===== config.mk =====
export PLATFORM = sky130hd
export DESIGN_NAME = reset_sequencer
export DESIGN_NICKNAME = d
export VERILOG_FILES = /design/src/rtl/reset_sequencer_pkg.sv /design/src/rtl/reset_sequencer_btn_debounce.sv /design/src/rtl/reset_sequencer.sv
export SDC_FILE = /design/constraint.sdc
export NUM_CORES = 1
export LEC_CHECK = 0
export BUFFER_PORTS_ARGS = -buffer_cell sky130_fd_sc_hd__buf_2
export CORE_ASPECT_RATIO = 1.75
export CORE_MARGIN = 5
export CORE_UTILIZATION = 54
export CTS_CLUSTER_DIAMETER = 60
export DETAILED_ROUTE_END_ITERATION = 7
export MAX_ROUTING_LAYER = met4
export PLACE_DENSITY_LB_ADDON = 0.15
export SLEW_MARGIN = 20
export SYNTH_ARGS = -nofsm -noshare
export SYNTH_HDL_FRONTEND = slang
export SYNTH_SLANG_ARGS = --single-unit

===== constraint.sdc =====
create_clock -name clk -period 1.95 [get_ports clk]
set_input_delay 0.0975 -clock clk [delete_from_list [all_inputs] [get_ports clk]]
set_output_delay 0.0975 -clock clk [all_outputs]
set_load 0.01 [all_outputs]

===== src/rtl/reset_sequencer_pkg.sv =====
// rtl/reset_sequencer_pkg.sv - shared states, widths and helpers for the reset sequencer
package reset_sequencer_pkg;

    typedef enum logic [1:0] {
        ST_HOLD      = 2'd0,
        ST_WAIT_LOCK = 2'd1,
        ST_RELEASE   = 2'd2,
        ST_RUN       = 2'd3
    } seq_state_t;

    localparam int LOCK_LOSS_W = 8;
    localparam logic [LOCK_LOSS_W-1:0] LOCK_LOSS_MAX = '1;

    // Bits needed to hold 0..value-1, never less than one bit
    function automatic int clog2_min1(input int value);
        return (value <= 2) ? 1 : $clog2(value);
    endfunction

endpackage


===== src/rtl/reset_sequencer_btn_debounce.sv =====
// rtl/reset_sequencer_btn_debounce.sv - push-button synchronizer, debouncer and press detector
module btn_debounce
    import reset_sequencer_pkg::*;
#(
    parameter int DEBOUNCE_CYCLES = 500000
) (
    input  logic clk,
    input  logic reset,
    input  logic btn,
    output logic btn_db,
    output logic press
);

    localparam int CNT_W = clog2_min1(DEBOUNCE_CYCLES + 1);
    localparam logic [CNT_W-1:0] CNT_LAST = CNT_W'(DEBOUNCE_CYCLES - 1);

    logic             r_sync1;
    logic             r_btn_s;
    logic             r_btn_db;
    logic             r_press;
    logic [CNT_W-1:0] r_cnt;

    // Two-flop synchronizer for the raw, asynchronous button
    always_ff @(posedge clk or negedge reset) begin
        if (!reset) begin
            r_sync1 <= 1'b0;
            r_btn_s <= 1'b0;
        end else begin
            r_sync1 <= btn;
            r_btn_s <= r_sync1;
        end
    end

    // Accept a new level only after it has disagreed for a full stable window; flag new presses
    always_ff @(posedge clk or negedge reset) begin
        if (!reset) begin
            r_btn_db <= 1'b0;
            r_press  <= 1'b0;
            r_cnt    <= '0;
        end else begin
            r_press <= 1'b0;
            if (r_btn_s != r_btn_db) begin
                if (r_cnt == CNT_LAST) begin
                    r_btn_db <= r_btn_s;
                    r_press  <= r_btn_s;
                    r_cnt    <= '0;
                end else begin
                    r_cnt <= r_cnt + 1'b1;
                end
            end else begin
                r_cnt <= '0;
            end
        end
    end

    assign btn_db = r_btn_db;
    assign press  = r_press;

endmodule


===== src/rtl/reset_sequencer.sv =====
// rtl/reset_sequencer.sv - ordered multi-domain reset release with restart and lock-loss tracking
module reset_sequencer
    import reset_sequencer_pkg::*;
#(
    parameter int NUM_STAGES      = 3,
    parameter int DEBOUNCE_CYCLES = 500000,
    parameter int HOLD_CYCLES     = 64,
    parameter int STAGE_DELAY     = 1024
) (
    input  logic                   clk,
    input  logic                   reset,
    input  logic                   pll_locked,
    input  logic                   btn,
    input  logic                   soft_req,
    output logic [NUM_STAGES-1:0]  stage_rst,
    output logic                   seq_done,
    output logic [LOCK_LOSS_W-1:0] lock_loss
);

    localparam int TMR_MAX = (HOLD_CYCLES > STAGE_DELAY) ? HOLD_CYCLES : STAGE_DELAY;
    localparam int TMR_W   = clog2_min1(TMR_MAX);
    localparam int IDX_W   = clog2_min1(NUM_STAGES);
    localparam logic [TMR_W-1:0] HOLD_LAST  = TMR_W'(HOLD_CYCLES - 1);
    localparam logic [TMR_W-1:0] STAGE_LAST = TMR_W'(STAGE_DELAY - 1);
    localparam logic [IDX_W-1:0] IDX_LAST   = IDX_W'(NUM_STAGES - 1);

    logic                   r_lock_meta;
    logic                   r_lock_s;
    logic                   w_btn_db;
    logic                   w_press;
    logic                   w_lock_lost;
    logic                   w_restart;
    seq_state_t             r_state;
    logic [TMR_W-1:0]       r_timer;
    logic [IDX_W-1:0]       r_idx;
    logic [NUM_STAGES-1:0]  r_stage_rst;
    logic                   r_seq_done;
    logic [LOCK_LOSS_W-1:0] r_lock_loss;

    btn_debounce #(
        .DEBOUNCE_CYCLES(DEBOUNCE_CYCLES)
    ) u_btn_debounce (
        .clk    (clk),
        .reset  (reset),
        .btn    (btn),
        .btn_db (w_btn_db),
        .press  (w_press)
    );

    // Two-flop synchronizer for the PLL lock indicator
    always_ff @(posedge clk or negedge reset) begin
        if (!reset) begin
            r_lock_meta <= 1'b0;
            r_lock_s    <= 1'b0;
        end else begin
            r_lock_meta <= pll_locked;
            r_lock_s    <= r_lock_meta;
        end
    end

    // Lock only matters once domains may be coming out of reset; a press always
    // coincides with a high debounced level, so the AND just documents that pairing.
    assign w_lock_lost = !r_lock_s && ((r_state == ST_RELEASE) || (r_state == ST_RUN));
    assign w_restart   = (w_press & w_btn_db) | soft_req | w_lock_lost;

    // Sequencer: hold, wait for lock, release domains in order, then run; restart wins
    always_ff @(posedge clk or negedge reset) begin
        if (!reset) begin
            r_state     <= ST_HOLD;
            r_timer     <= '0;
            r_idx       <= '0;
            r_stage_rst <= '1;
            r_seq_done  <= 1'b0;
        end else if (w_restart) begin
            r_state     <= ST_HOLD;
            r_timer     <= '0;
            r_idx       <= '0;
            r_stage_rst <= '1;
            r_seq_done  <= 1'b0;
        end else begin
            case (r_state)
                ST_HOLD: begin
                    if (r_timer == HOLD_LAST) begin
                        r_state <= ST_WAIT_LOCK;
                        r_timer <= '0;
                    end else begin
                        r_timer <= r_timer + 1'b1;
                    end
                end
                ST_WAIT_LOCK: begin
                    if (r_lock_s) begin
                        r_state <= ST_RELEASE;
                        r_timer <= '0;
                        r_idx   <= '0;
                    end
                end
                ST_RELEASE: begin
                    if (r_timer == STAGE_LAST) begin
                        r_timer <= '0;
                        for (int k = 0; k < NUM_STAGES; k++) begin
                            if (r_idx == IDX_W'(k)) begin
                                r_stage_rst[k] <= 1'b0;
                            end
                        end
                        if (r_idx == IDX_LAST) begin
                            r_state    <= ST_RUN;
                            r_seq_done <= 1'b1;
                        end else begin
                            r_idx <= r_idx + 1'b1;
                        end
                    end else begin
                        r_timer <= r_timer + 1'b1;
                    end
                end
                ST_RUN: begin
                    r_seq_done <= 1'b1;
                end
                default: begin
                    r_state <= ST_HOLD;
                end
            endcase
        end
    end

    // Saturating tally of lock drops seen while domains were releasing or running
    always_ff @(posedge clk or negedge reset) begin
        if (!reset) begin
            r_lock_loss <= '0;
        end else if (w_lock_lost && (r_lock_loss != LOCK_LOSS_MAX)) begin
            r_lock_loss <= r_lock_loss + 1'b1;
        end
    end

    assign stage_rst = r_stage_rst;
    assign seq_done  = r_seq_done;
    assign lock_loss = r_lock_loss;

endmodule


==> impl_metrics.csv <==
group,metric,value,unit
status,status,"finished with violations",
status,violations,"negative setup slack",
die,fp.dieW,62.06,µm
timing,post-route-period-util,102.4,%
drt,avgRoutedWirePerCell,14.38,µm
global_route,track_usage,19.76,%
pwr,switchingPower,909.3,µW
timing,holdWs,0.2842,ns
yosys,postSynthCellCount,258,
setup_path,cp_data_arrival_time,2.21,ns
timing,finalSetupViolCount,3,
pwr,power_density,870.4,nW/µm²
yosys,yosysUniqueCellTypes,44,
pwr,p_leak,0.001424,µW
place,io_buffers,16,
setup_path,ff2ff_setup_slack,-0.05,ns
timing,hold_viol,0,
timing,slew_violations,0,
global_route,overflow,0,
pwr,p_int,1880,µW
cts,clk_latency,0.32,ns
drt,dr_wl_met2,2.961,mm
pwr,irDropWorstVdd,0.8588,mV
global_route,grt_pass1_wl,9.032,mm
drt,drc,0,
setup_path,crit_required,2.16,ns
pwr,clkPwrFrac,22.3,%
place,gp_congestion,0.8616,
layout,layout.nets,334,
drt,wl_met1,2.095,mm
yosys,syn-num-nets,273,
yosys,ys_seq_elements,51,
cts,htree_levels,2,
pwr,power,2789,µW
die,rows,33,
setup_path,startpoint_type,"flip-flop",
setup_path,critPathSlowestCell,"or4b_4",
yosys,netlist_area,2561,µm²
cts,cts-buffers-inserted,5,
timing,maxSlewHeadroom,56.92,%
place,place_area,2954,µm²
pwr,p_comb_share,33.5,%
min_path,hp-start,"soft_req",
flow_run,cap_violations,0,
setup_path,r2r-end,"r_state[0]",
setup_path,path_max_fanout,2,
timing,rsz0062_at_grt,"true",
place,place_hpwl,3.904,mm
drt,vias,2045,
timing,setup_slack,-0.04723,ns
layout,fin_area,3204,µm²
global_route,grt_pass1_vias,2004,
cts,clock-sinks,51,
drt,routed-wl-met3,101,µm
cts,root_buffer,"clkbuf_8",
setup_path,cpPeakStageDelay,0.55,ns
pwr,seq_power_share,44.2,%
die,io_pins,17,
min_path,min_to,"stage_rst[1]",
drt,drtAntennaViolNets,0,
timing,period_minus_slack,1.997,ns
layout,drive_above_1_share,27.81,%
drt,wl,5.350,mm
setup_path,reg2reg_depth,4,
die,die_height,101.1,µm
global_route,antenna_found_initial,0,
setup_path,r2r-start,"r_timer[8]",
timing,clock_skew,0.01637,ns
cts,tritoncts,"built",
layout,areaGrowthSynthToFinish,25.11,%
yosys,ys_seq_area_share,49.98,%
drt,vias_per_cell,5.497,
drt,top_layer,"met4",
min_path,holdPathStages,5,
drt,first_pass_iters,4,
min_path,min_path_type,"primary input to flip-flop",
setup_path,crit_path_cell_trace,"or4b_4 -> o311a_1 -> or3_4 -> mux2_4",
setup_path,end_kind,"flip-flop",
drt,drt-initial-drc-count,38,
yosys,syn_area_per_cell,9.927,µm²
die,die_area,6275,µm²
timing,fmax,500.7,MHz
die,fp.coreArea,4666,µm²
setup_path,path_class,"flip-flop to flip-flop",
timing,worst-slew-pin-transition,0.6463,ns
yosys,yosysWarnings,0,
pwr,switching_share,32.60,%
die,start_util,54.89,%
layout,n_antenna_cell,0,
global_route,grt_max_degree,52,
cts,path_clk_slew,0.11,ns
cts,cts_buffer_depth,2,
-- sequential cells by signal (all words and copies together) (netlist names) --
| signal | count |
|---|---|
| u_btn_debounce.r_cnt | 19 |
| r_timer | 10 |
| lock_loss | 8 |
| stage_rst | 3 |
| r_idx | 2 |
| r_state | 2 |
| r_lock_meta | 1 |
| r_lock_s | 1 |
| seq_done | 1 |
| u_btn_debounce.btn_db | 1 |
| u_btn_debounce.press | 1 |
| u_btn_debounce.r_btn_s | 1 |
| u_btn_debounce.r_sync1 | 1 |
-- power by group through the flow --
stage	Sequential [µW]	Combinational, µW	Clock (µW)
final	1230	935	622
after global routing	1250	1030	685
after CTS	1230	808	648
after detailed placement	1250	796	0
after global placement	1240	791	0
after floorplan	1260	460	0
-- final cells by class --
class | count | area, µm²
Inverter | 11 | 41.29
Multi-Input combinational cell | 191 | 1294
Timing Repair Buffer | 59 | 430.4
Clock buffer | 5 | 68.82
Tap cell | 52 | 65.06
Fill cell | 372 | 1461
Clock inverter | 3 | 25.02
Sequential cell | 51 | 1280
-- layer usage --
layer,vias up,track usage (%)
met2,24,33.23
met1,994,21.87
met3,13,2.821
li1,1014,-
met5,-,-
met4,0,9.641
-- cell usage after synthesis --
cell / n / area share [%]
nor3b_1: 2 / 0.59
o21ai_0: 8 / 1.6
nand4_1: 4 / 0.98
or3_1: 2 / 0.49
or3_4: 1 / 0.44
a211oi_2: 1 / 0.49
a41oi_1: 1 / 0.34
and4b_1: 1 / 0.39
buf_4: 1 / 0.29
mux2i_1: 2 / 0.78
o21bai_1: 1 / 0.29
xor2_1: 9 / 3.1
and2_1: 2 / 0.49
nand4b_1: 1 / 0.34
ha_1: 10 / 4.9
nor4_1: 2 / 0.49
and4_1: 2 / 0.68
mux2_2: 3 / 1.3
nor2_1: 28 / 4.1
a22o_1: 1 / 0.34
xnor2_1: 16 / 5.5
a31oi_1: 2 / 0.49
o22ai_1: 2 / 0.49
dfstp_2: 3 / 3.1
o31ai_1: 1 / 0.29
nand3_1: 22 / 4.3
a21oi_1: 5 / 0.98
mux2_4: 1 / 0.59
nor4bb_1: 1 / 0.39
and3_1: 8 / 2.0
nand2_1: 29 / 4.2
o311ai_0: 2 / 0.68
a2111oi_0: 1 / 0.34
o21a_1: 2 / 0.59
dfrtp_1: 48 / 47
o311a_1: 1 / 0.39
nor3_1: 9 / 1.8
a21boi_0: 1 / 0.29
inv_1: 11 / 1.6
a21oi_2: 1 / 0.34
nand2b_1: 5 / 1.2
or4b_4: 1 / 0.54
clkbuf_1: 2 / 0.29
buf_2: 2 / 0.39
-- worst max-delay path by stage --
stage,start,to,slack [ns],cells past startpoint
after floorplan,r_timer[7],r_state[0],-0.02,4
after global placement,r_timer[8],r_state[0],-0.009,4
after detailed placement,r_timer[8],r_state[0],-0.02,4
after CTS,r_timer[8],r_state[0],-0.03,4
after global routing,r_timer[8],r_timer[5],-0.09,8
final,r_timer[8],r_state[0],-0.05,4
-- cells in the final DEF, fill, tap and decap left out, types with 2 or more instances in the layout --
master / count
a21oi_1: 4
a21oi_2: 2
a31oi_1: 2
and3_1: 8
and4_1: 2
buf_2: 16
buf_4: 37
buf_6: 2
clkbuf_8: 5
clkinv_4: 2
dfrtp_1: 48
dfstp_2: 3
dlygate4sd3_1: 3
ha_1: 5
ha_2: 3
ha_4: 2
inv_1: 9
inv_2: 2
mux2_2: 3
mux2i_1: 2
nand2_1: 28
nand2b_1: 5
nand3_1: 22
nand4_1: 4
nor2_1: 28
nor3_1: 8
nor3b_1: 2
o21a_1: 2
o21ai_0: 8
o22ai_1: 2
or3_1: 2
xnor2_1: 16
xor2_1: 9
-- kinds of logic (layout without fill, tap and decap cells) --
| group | count (synthesis) | in the layout | share of synthesized area [%] |
|---|---|---|---|
| AOI/OAI and AO/OA | 30 | 30 | 7.914 |
| xor gates and xnor gates | 25 | 25 | 8.549 |
| adders and majority gates | 10 | 10 | 4.885 |
| buffers and inverters | 16 | 78 | 2.589 |
| DFF | 51 | 51 | 49.98 |
| muxes | 6 | 6 | 2.687 |
| and+or+nand+nor | 120 | 120 | 23.40 |
-- critical path, delay by kind of cell (launching register included) --
kind / cells / cell delay, ns
AND/OR/NAND/NOR: 2 / 0.89
multiplexers: 1 / 0.30
AO/OA/AOI/OAI: 1 / 0.31
flip-flops: 1 / 0.39
-- through the flow --
stage	utilization [%]	setup WS, ns	cells	setup TNS, ns
after detailed placement	63.31	-0.02186	354	-0.02186
after floorplan	-	-0.01689	258	-0.01689
final	68.68	-0.04723	372	-0.08944
after global routing	68.68	-0.08848	372	-0.3651
after global placement	63.31	-0.008745	354	-0.008745
after CTS	66.13	-0.03265	366	-0.03265
-- timing repair --
item,4_1_cts,5_1_grt
pin swaps,0,3
endpoints found under the setup margin,2,13
setup buffers,1,6
hold buffers,3,0
hold endpoints to repair,50,0
gates cloned,0,0
gates resized for setup,1,18
No activity file was read; power rests on OpenSTA's default activity.
